### src/rtl/xor_unit_scheduler_pkg.sv
// Shared constants for the XOR unit scheduler.
//   ST_*  : FSM state encoding (IDLE -> SETTLE -> DONE -> IDLE)
//   CNT_W : settle counter width, covers SETTLE_CYCLES up to 15
package xor_sched_pkg;
  localparam int         CNT_W     = 4;
  localparam logic [1:0] ST_IDLE   = 2'd0;
  localparam logic [1:0] ST_SETTLE = 2'd1;
  localparam logic [1:0] ST_DONE   = 2'd2;
endpackage

### src/rtl/xor_unit_scheduler_rr_pick.sv
// Combinational round-robin winner select.
//   req     : request vector
//   ptr     : index where the search starts (wraps past N_REQ-1 to 0)
//   gnt_oh  : one-hot winner, zero when no request
//   win_idx : binary winner index, zero when no request
//   any_req : at least one request present
module rr_pick #(
  parameter int N_REQ = 4,
  parameter int PW    = (N_REQ > 1) ? $clog2(N_REQ) : 1
) (
  input  logic [N_REQ-1:0] req,
  input  logic [PW-1:0]    ptr,
  output logic [N_REQ-1:0] gnt_oh,
  output logic [PW-1:0]    win_idx,
  output logic             any_req
);
  logic [PW-1:0] idx;
  logic          found;

  always_comb begin
    gnt_oh  = '0;
    win_idx = '0;
    found   = 1'b0;
    idx     = '0;
    for (int i = 0; i < N_REQ; i++) begin
      idx = PW'((int'(ptr) + i) % N_REQ);
      if (!found && req[idx]) begin
        found       = 1'b1;
        gnt_oh[idx] = 1'b1;
        win_idx     = idx;
      end
    end
    any_req = found;
  end
endmodule

### src/rtl/xor_unit_scheduler.sv
// Round-robin scheduler sharing one external, delay-annotated XOR unit
// between N_REQ requesters. The winner's operands are latched and driven
// to the unit, the gate path is given SETTLE_CYCLES to resolve, then the
// unit output is captured, returned and checked against a_lat^b_lat.
//   clk, rst_n   : clock, async active-low reset
//   req          : per-requester request level
//   a_in, b_in   : per-requester operands (slice i = requester i)
//   gnt          : one-hot grant, latch through DONE
//   done         : one-hot single-cycle completion pulse
//   result       : captured unit output, held until next DONE
//   mismatch     : captured output != a_lat^b_lat, held until next DONE
//   xu_a, xu_b   : operands to the shared unit
//   xu_z         : shared unit output
//   busy         : high in SETTLE and DONE
module xor_unit_scheduler
  import xor_sched_pkg::*;
#(
  parameter int N_REQ         = 4,
  parameter int W             = 4,
  parameter int SETTLE_CYCLES = 2
) (
  input  logic                    clk,
  input  logic                    rst_n,
  input  logic [N_REQ-1:0]        req,
  input  logic [N_REQ-1:0][W-1:0] a_in,
  input  logic [N_REQ-1:0][W-1:0] b_in,
  output logic [N_REQ-1:0]        gnt,
  output logic [N_REQ-1:0]        done,
  output logic [W-1:0]            result,
  output logic                    mismatch,
  output logic [W-1:0]            xu_a,
  output logic [W-1:0]            xu_b,
  input  logic [W-1:0]            xu_z,
  output logic                    busy
);
  localparam int PW = (N_REQ > 1) ? $clog2(N_REQ) : 1;

  logic [1:0]       state_q, state_d;
  logic [PW-1:0]    ptr_q, ptr_d;
  logic [PW-1:0]    win_q, win_d;
  logic [N_REQ-1:0] gnt_q, gnt_d;
  logic [N_REQ-1:0] req_q, req_d;
  logic [CNT_W-1:0] cnt_q, cnt_d;
  logic [W-1:0]     a_lat_q, a_lat_d;
  logic [W-1:0]     b_lat_q, b_lat_d;
  logic [W-1:0]     res_q, res_d;
  logic             mis_q, mis_d;

  logic [N_REQ-1:0] pick_oh;
  logic [PW-1:0]    pick_idx;
  logic             pick_any;

  // Arbitration runs on the sampled request vector, so a request seen at
  // one edge is granted at the next.
  rr_pick #(.N_REQ(N_REQ), .PW(PW)) u_pick (
    .req     (req_q),
    .ptr     (ptr_q),
    .gnt_oh  (pick_oh),
    .win_idx (pick_idx),
    .any_req (pick_any)
  );

  always_comb begin
    state_d = state_q;
    ptr_d   = ptr_q;
    win_d   = win_q;
    gnt_d   = gnt_q;
    req_d   = '0;
    cnt_d   = cnt_q;
    a_lat_d = a_lat_q;
    b_lat_d = b_lat_q;
    res_d   = res_q;
    mis_d   = mis_q;
    case (state_q)
      ST_IDLE: begin
        // Sample stage is emptied whenever it is consumed or the block is
        // busy, so IDLE always spends a cycle re-sampling after DONE.
        req_d = (req_q == '0) ? req : '0;
        if (pick_any) begin
          a_lat_d = a_in[pick_idx];
          b_lat_d = b_in[pick_idx];
          gnt_d   = pick_oh;
          win_d   = pick_idx;
          cnt_d   = CNT_W'(SETTLE_CYCLES - 1);
          state_d = ST_SETTLE;
        end
      end
      ST_SETTLE: begin
        if (cnt_q == '0) begin
          res_d   = xu_z;
          mis_d   = (xu_z != (a_lat_q ^ b_lat_q));
          state_d = ST_DONE;
        end else begin
          cnt_d = cnt_q - 1'b1;
        end
      end
      ST_DONE: begin
        gnt_d   = '0;
        ptr_d   = (win_q == PW'(N_REQ - 1)) ? '0 : win_q + 1'b1;
        state_d = ST_IDLE;
      end
      default: begin
        gnt_d   = '0;
        state_d = ST_IDLE;
      end
    endcase
  end

  always_ff @(posedge clk or negedge rst_n) begin
    if (!rst_n) begin
      state_q <= ST_IDLE;
      ptr_q   <= '0;
      win_q   <= '0;
      gnt_q   <= '0;
      req_q   <= '0;
      cnt_q   <= '0;
      a_lat_q <= '0;
      b_lat_q <= '0;
      res_q   <= '0;
      mis_q   <= 1'b0;
    end else begin
      state_q <= state_d;
      ptr_q   <= ptr_d;
      win_q   <= win_d;
      gnt_q   <= gnt_d;
      req_q   <= req_d;
      cnt_q   <= cnt_d;
      a_lat_q <= a_lat_d;
      b_lat_q <= b_lat_d;
      res_q   <= res_d;
      mis_q   <= mis_d;
    end
  end

  assign gnt      = gnt_q;
  assign done     = (state_q == ST_DONE) ? gnt_q : '0;
  assign busy     = (state_q != ST_IDLE);
  assign result   = res_q;
  assign mismatch = mis_q;
  assign xu_a     = a_lat_q;
  assign xu_b     = b_lat_q;
endmodule

### config.mk
export PLATFORM = sky130hd
export DESIGN_NAME = xor_unit_scheduler
export DESIGN_NICKNAME = d
export VERILOG_FILES = /design/src/rtl/xor_unit_scheduler_pkg.sv /design/src/rtl/xor_unit_scheduler_rr_pick.sv /design/src/rtl/xor_unit_scheduler.sv
export SDC_FILE = /design/constraint.sdc
export NUM_CORES = 1
export LEC_CHECK = 0
export BUFFER_PORTS_ARGS = -buffer_cell sky130_fd_sc_hd__buf_4
export CAP_MARGIN = 20
export CORE_MARGIN = 3
export CORE_UTILIZATION = 52
export CTS_CLUSTER_SIZE = 10
export DETAILED_ROUTE_END_ITERATION = 10
export PLACE_DENSITY = 0.8
export RECOVER_POWER = 50
export SYNTH_ARGS = -nofsm -noshare
export SYNTH_HDL_FRONTEND = slang
export SYNTH_SLANG_ARGS = --single-unit
export TNS_END_PERCENT = 30
### constraint.sdc
create_clock -name clk -period 3.7 [get_ports clk]
set_input_delay 0.555 -clock clk [delete_from_list [all_inputs] [get_ports clk]]
set_output_delay 0.555 -clock clk [all_outputs]
set_load 0.005 [all_outputs]
==> out/summary.txt, run 1 <==
Status -> complete, but fails checks
Violated checks -> capacitance limit, slew limit
Final instance count without filler cells -> 325
Fmax -> 318 MHz
Synthesized area -> 2160 sq um
Initial Utilization -> 56.5%
Most frequent cells in the layout -> buf_4 (54), dfrtp_1 (31), nor2_1 (25), mux2i_1 (19), nand2_1 (17)
Fraction of registers with async set/reset -> 100%
DR vias/cell -> 5.71
Gr ovfl total -> 0
Slew @ Worst Pin -> 1.64 ns
Number of cell rows -> 22
First-pass GRT wire length -> 8.25 mm
WL final -> 5.13 mm
Yosys Warn Count -> 0
Average wire per standard cell -> 15.8 um
Dpl cells -> 317
Min Clock Period, post-route -> 3.14 ns
# diodes -> 0
Count of state elements after synthesis -> 31
VDD IR max -> 0.000538 V
Crit-path max cell delay -> 0.58 ns
First drt pass iteration count -> 5
Net Count, Synth -> 269
Area growth from synthesis to layout -> 25.1%
CP Data Arrival Time -> 3.30 ns
Placed inst area -> 2610 sq um
CP max stage cell -> a21o_1
CP Buf/Inv Count -> 1
Root buf cell -> clkbuf_8
Core ar. -> 3830 sq um
Required @ worst endpoint -> 3.86 ns
Clock skew -> 0.00566 ns
Reg clk slew, reported paths -> 0.07 ns
Placement Setup Slack -> 0.584 ns
PortBufs -> 63
Syn Inst Count -> 218
Hold buffers post-CTS -> 0
Crit start category -> flip-flop
Syn_area_per_cell -> 9.91 sq um
Post-synth EDFFs -> 0
Hold Violations, Final -> 0
Ratio of final minimum period to clock period -> 85.0%
Initial antenna violation count -> 0
Tot GR Track Use -> 21.1%
Max cap viols -> 1
Post-synth cell types -> 42
Worst setup path category -> reg2reg
Setup TNS -> 0 ns
Leakage -> 1.24 nW
CTS tree -> done
Post-CTS sizing -> 0
Largest net degree at the start of global routing -> 32
Vias in the first global route -> 1,764
NumNets Final -> 327
Fin util -> 70.6%
Slew HR -> -9.50%
Initial drt markers -> 108
CP cell instances -> inv_1, ha_1, mux4_2, nand2b_1, a21oi_1, a21o_1, mux2i_1, o221ai_1
Power Dens Cells -> 1020 nW/um^2
Hpwl dp -> 3.90 mm
Top_reg_cell synth -> dfrtp_1
Tot Pwr -> 2.75 mW
Layout cells sized above 1 -> 31.8%
CTS max path bufs -> 2
CTS Buf Count -> 5
Clock tree sinks -> 31
Final setup viols -> 0
Die ar. -> 4960 sq um
Fin. max-slew vios -> 32
Sequential area share after synthesis -> 35.9%
Worst-skew pair later-pin latency -> 0.29 ns
Hold Path Class -> in2reg
Top Ports -> 64
Fin worst setup slack -> 0.556 ns
RSZ-0062 raised after global routing -> no
Vias -> 1,855
Die H -> 70.5 um
Crit. End Element -> flip-flop
Post-route DRC -> 0
Post-DRT Antenna Nets -> 0
Fin area -> 2700 sq um
Die W -> 70.5 um
Buffer count from post-CTS setup fixing -> 0
Crit-path leading delay family -> compound AO/OA/AOI/OAI gates
RD Place Congestion -> 0.996
H-tree levels -> 2
Most common cell after layout, fill and taps aside -> buf_4
Hold_ws -> 0.478 ns
CP max FO -> 14
==> where the power goes <==
part           leakage (nW)  switching (mW)  internal [mW]
registers             0.383           0.203          0.513
clock network        0.0515           0.127          0.170
logic                 0.806           0.883          0.855
total                  1.24            1.21           1.54
==> cells by family (layout without fill, tap and decap cells) <==
family	Yosys count	after routing	synth area share, %
AO/OA/AOI/OAI	39	39	13.5
buffers and inverters	20	79	5.79
XOR/XNOR	10	10	4.05
AND/OR/NAND/NOR	80	80	19.8
multiplexers	29	29	15.8
flip-flops	31	31	35.9
adder cells (fa/ha/maj)	9	9	5.21
==> state kept, by name (all words and copies together), names as in the netlist <==
register and flops:
cnt_q 4, gnt 4, mismatch 1, ptr_q 2
req_q 4, result 4, state_q 2, win_q 2
xu_a 4, xu_b 4
==> layout make-up <==
type                       instances  area, sq um
inverter                           6         22.5
sequential                        31          776
clock buffer                       8          100
tap                               48         60.1
fill                             316         1120
multi-input combinational        167         1260
timing repair buffer              65          484
==> Yosys cell counts, drive strengths merged, types with 5 or more instances <==
| cell | count | area share [%] |
|---|---|---|
| dfrtp | 31 | 36 |
| nor2 | 25 | 4.3 |
| mux2i | 19 | 8.8 |
| nand2 | 17 | 3.0 |
| and2 | 9 | 2.6 |
| ha | 9 | 5.2 |
| xnor2 | 9 | 3.6 |
| buf | 8 | 3.7 |
| o21ai | 8 | 1.9 |
| o221ai | 8 | 3.2 |
| a211oi | 7 | 2.7 |
| mux2 | 7 | 3.6 |
| clkbuf | 6 | 1.0 |
| inv | 6 | 1.0 |
| nor3 | 6 | 1.9 |
| a221oi | 5 | 2.3 |
==> metal layers <==
layer  GRT usage (%)  wire length, um  vias up
li1                -                -      902
met1            26.2             2180      883
met2            34.8             2570       56
met3            5.61              265       14
met4            8.09              112        0
met5               0                0        -
==> path summary, 6_finish.rpt <==
| check | startpoint | slack [ns] | to | depth (start not counted) |
|---|---|---|---|---|
| max | ptr_q[1]$_DFFE_PN0N_ | 0.56 | xu_b[1]$_DFFE_PN0P_ | 8 |
| min in group asynchronous | rst_n | 0.68 | ptr_q[1]$_DFFE_PN0N_ | 1 |
| max in group asynchronous | rst_n | 2.06 | req_q[0]$_DFF_PN0_ | 1 |
| max reg2reg | ptr_q[1]$_DFFE_PN0N_ | 0.56 | xu_b[1]$_DFFE_PN0P_ | 8 |
| min | req[0] | 0.48 | req_q[0]$_DFF_PN0_ | 2 |
| min reg2reg | mismatch$_DFFE_PN0P_ | 0.49 | mismatch$_DFFE_PN0P_ | 2 |
No activity file was read; power rests on OpenSTA's default activity.
==> run 2, diff against run 1 <==
==> constraint.sdc (replaced) <==
create_clock -name clk -period 2.9 [get_ports clk]
set_input_delay 0.435 -clock clk [delete_from_list [all_inputs] [get_ports clk]]
set_output_delay 0.435 -clock clk [all_outputs]
set_load 0.005 [all_outputs]
==> out/summary.txt, run 2 (same netlist as run 1, synthesis figures left out) <==
Fillers -> 293 (-7.3%)
Crit. End Element -> flip-flop
Hold Violations, Final -> 0 (unchanged)
Die H -> 70.5 um (unchanged)
Most common cell after layout, fill and taps aside -> buf_4
Violated checks -> capacitance limit, slew limit
Final setup viols -> 0 (unchanged)
Most frequent CP cell -> o221ai_1
Sequential cell area -> 776 sq um (unchanged)
Min Clock Period, post-route -> 2.71 ns (-0.439 ns)
RSZ-0062 raised after global routing -> no
Power Dens Cells -> 1340 nW/um^2 (+32%)
CP cell instances -> inv_1, ha_1, or3b_2, a21oi_1, a211oi_1, o221ai_1, nand2_1, o221ai_1
CTS max path bufs -> 2 (unchanged)
Ratio of final minimum period to clock period -> 93.3% (+8.3 points)
# diodes -> 0 (unchanged)
Die ar. -> 4960 sq um (unchanged)
Crit start category -> flip-flop
CTS tree -> done
DR vias/cell -> 5.73 (+0.35%)
Slew HR -> -7.89% (+1.6 points)
Layout cells sized above 1 -> 32.6% (+0.85 points)
Reg clk slew, reported paths -> 0.06 ns (about the same)
Core ar. -> 3830 sq um (unchanged)
Post-DRT Antenna Nets -> 0 (unchanged)
PortBufs -> 63 (unchanged)
First-pass GRT wire length -> 8.20 mm (-0.50%)
Largest net degree at the start of global routing -> 32 (unchanged)
Final instance count without filler cells -> 327 (+0.62%)
Average wire per standard cell -> 15.7 um (-0.59%)
Crit-path max cell delay -> 0.50 ns (-0.08 ns)
Hold_ws -> 0.355 ns (-0.123 ns)
Post-CTS sizing -> 0 (unchanged)
Initial Utilization -> 56.5% (unchanged)
CP max stage cell -> or3b_2
WL final -> 5.13 mm (about the same)
Initial antenna violation count -> 0 (unchanged)
Post-route DRC -> 0 (unchanged)
Vias in the first global route -> 1,742 (-1.2%)
RD Place Congestion -> 0.889 (-11%)
Most frequent cells in the layout -> buf_4 (54), dfrtp_1 (31), nor2_1 (25), mux2i_1 (19), nand2_1 (17)
Fmax -> 370 MHz (+16%)
CP Data Arrival Time -> 2.89 ns (-0.41 ns)
Hpwl dp -> 3.96 mm (+1.5%)
Number of cell rows -> 22 (unchanged)
Hold buffers post-CTS -> 0 (unchanged)
Tot Pwr -> 3.69 mW (+34%)
Leakage -> 1.26 nW (+1.8%)
Slew @ Worst Pin -> 1.62 ns (-0.0243 ns)
Crit-path leading delay family -> compound AO/OA/AOI/OAI gates
Tot GR Track Use -> 20.9% (-0.24 points)
Area growth from synthesis to layout -> 27.2%
Worst-skew pair later-pin latency -> 0.28 ns (about the same)
CP max FO -> 10 (-4)
Fin. max-slew vios -> 32 (unchanged)
H-tree levels -> 2 (unchanged)
Gr ovfl total -> 0 (unchanged)
Buffer count from post-CTS setup fixing -> 0 (unchanged)
Worst setup path category -> reg2reg
Max cap viols -> 1 (unchanged)
First drt pass iteration count -> 4 (-1)
Fin util -> 71.8% (+1.2 points)
VDD IR max -> 0.000752 V (+40%)
Hold Path Class -> in2reg
Die W -> 70.5 um (unchanged)
Status -> complete, but fails checks
Clock skew -> 0.00503 ns (-0.000633 ns)
CP Buf/Inv Count -> 1 (unchanged)
Root buf cell -> clkbuf_8
Setup TNS -> 0 ns (unchanged)
Clock tree sinks -> 31 (unchanged)
Required @ worst endpoint -> 3.09 ns (-0.77 ns)
Vias -> 1,873 (+0.97%)
Dpl cells -> 319 (+0.63%)
NumNets Final -> 329 (+0.61%)
Top Ports -> 64 (unchanged)
Initial drt markers -> 69 (-36%)
Multi-input gate area -> 1260 sq um (unchanged)
CTS Buf Count -> 5 (unchanged)
## run 2: cell count changes in the layout (fill, tap and decap cells not counted), sizes merged
cell / delta
clkinv: +1
clkbuf: -1
bufinv: +1
buf: +1
## run 2: power breakdown
| part | total [mW] | switching (mW) | leakage (nW) | internal (mW) |
|---|---|---|---|---|
| clock | 0.436 | 0.158 | 0.0612 | 0.278 |
| combinational | 2.35 | 1.18 | 0.819 | 1.16 |
| sequential | 0.906 | 0.251 | 0.383 | 0.654 |
## run 2: worst paths after layout
| path | startpoint | endpoint | slack (ns) | depth (start not counted) |
|---|---|---|---|---|
| min in group asynchronous | rst_n | gnt[1]$_DFFE_PN0P_ | 0.55 | 1 |
| max in group asynchronous | rst_n | cnt_q[0]$_DFFE_PN0P_ | 1.40 | 1 |
| hold / removal | req[3] | req_q[3]$_DFF_PN0_ | 0.36 | 2 |
| hold reg to reg | mismatch$_DFFE_PN0P_ | mismatch$_DFFE_PN0P_ | 0.48 | 2 |
| setup / recovery | ptr_q[1]$_DFFE_PN0N_ | xu_b[1]$_DFFE_PN0P_ | 0.19 | 8 |
| setup reg to reg | ptr_q[1]$_DFFE_PN0N_ | xu_b[1]$_DFFE_PN0P_ | 0.19 | 8 |
## run 2: area by class of cell
cell class | count | area share, %
Clock buffer | 6 | 3.01
Multi-Input combinational cell | 167 | 45.9
Sequential cell | 31 | 28.2
Inverter | 6 | 0.820
Clock inverter | 2 | 1.28
Timing Repair Buffer | 67 | 18.6
Tap cell | 48 | 2.19
## run 2: routing by layer
| metal | global-route usage [%] | wire length (um) | share of wire (%) | up-vias |
|---|---|---|---|---|
| met5 | 0 | 0 | 0 | - |
| met4 | 6.17 | 65 | 1.3 | 0 |
| met3 | 5.32 | 217 | 4.2 | 9 |
| met2 | 34.3 | 2680 | 52 | 46 |
| met1 | 27.0 | 2170 | 42 | 909 |
| li1 | - | - | - | 909 |
## run 2: metrics by stage
stage	worst slack [ns]	cell area (sq um)
after floorplan	0.0382	2160
after global placement	0.360	2630
after detailed placement	0.240	2630
after CTS	0.176	2750
after global routing	0.0284	2750
final	0.195	2750
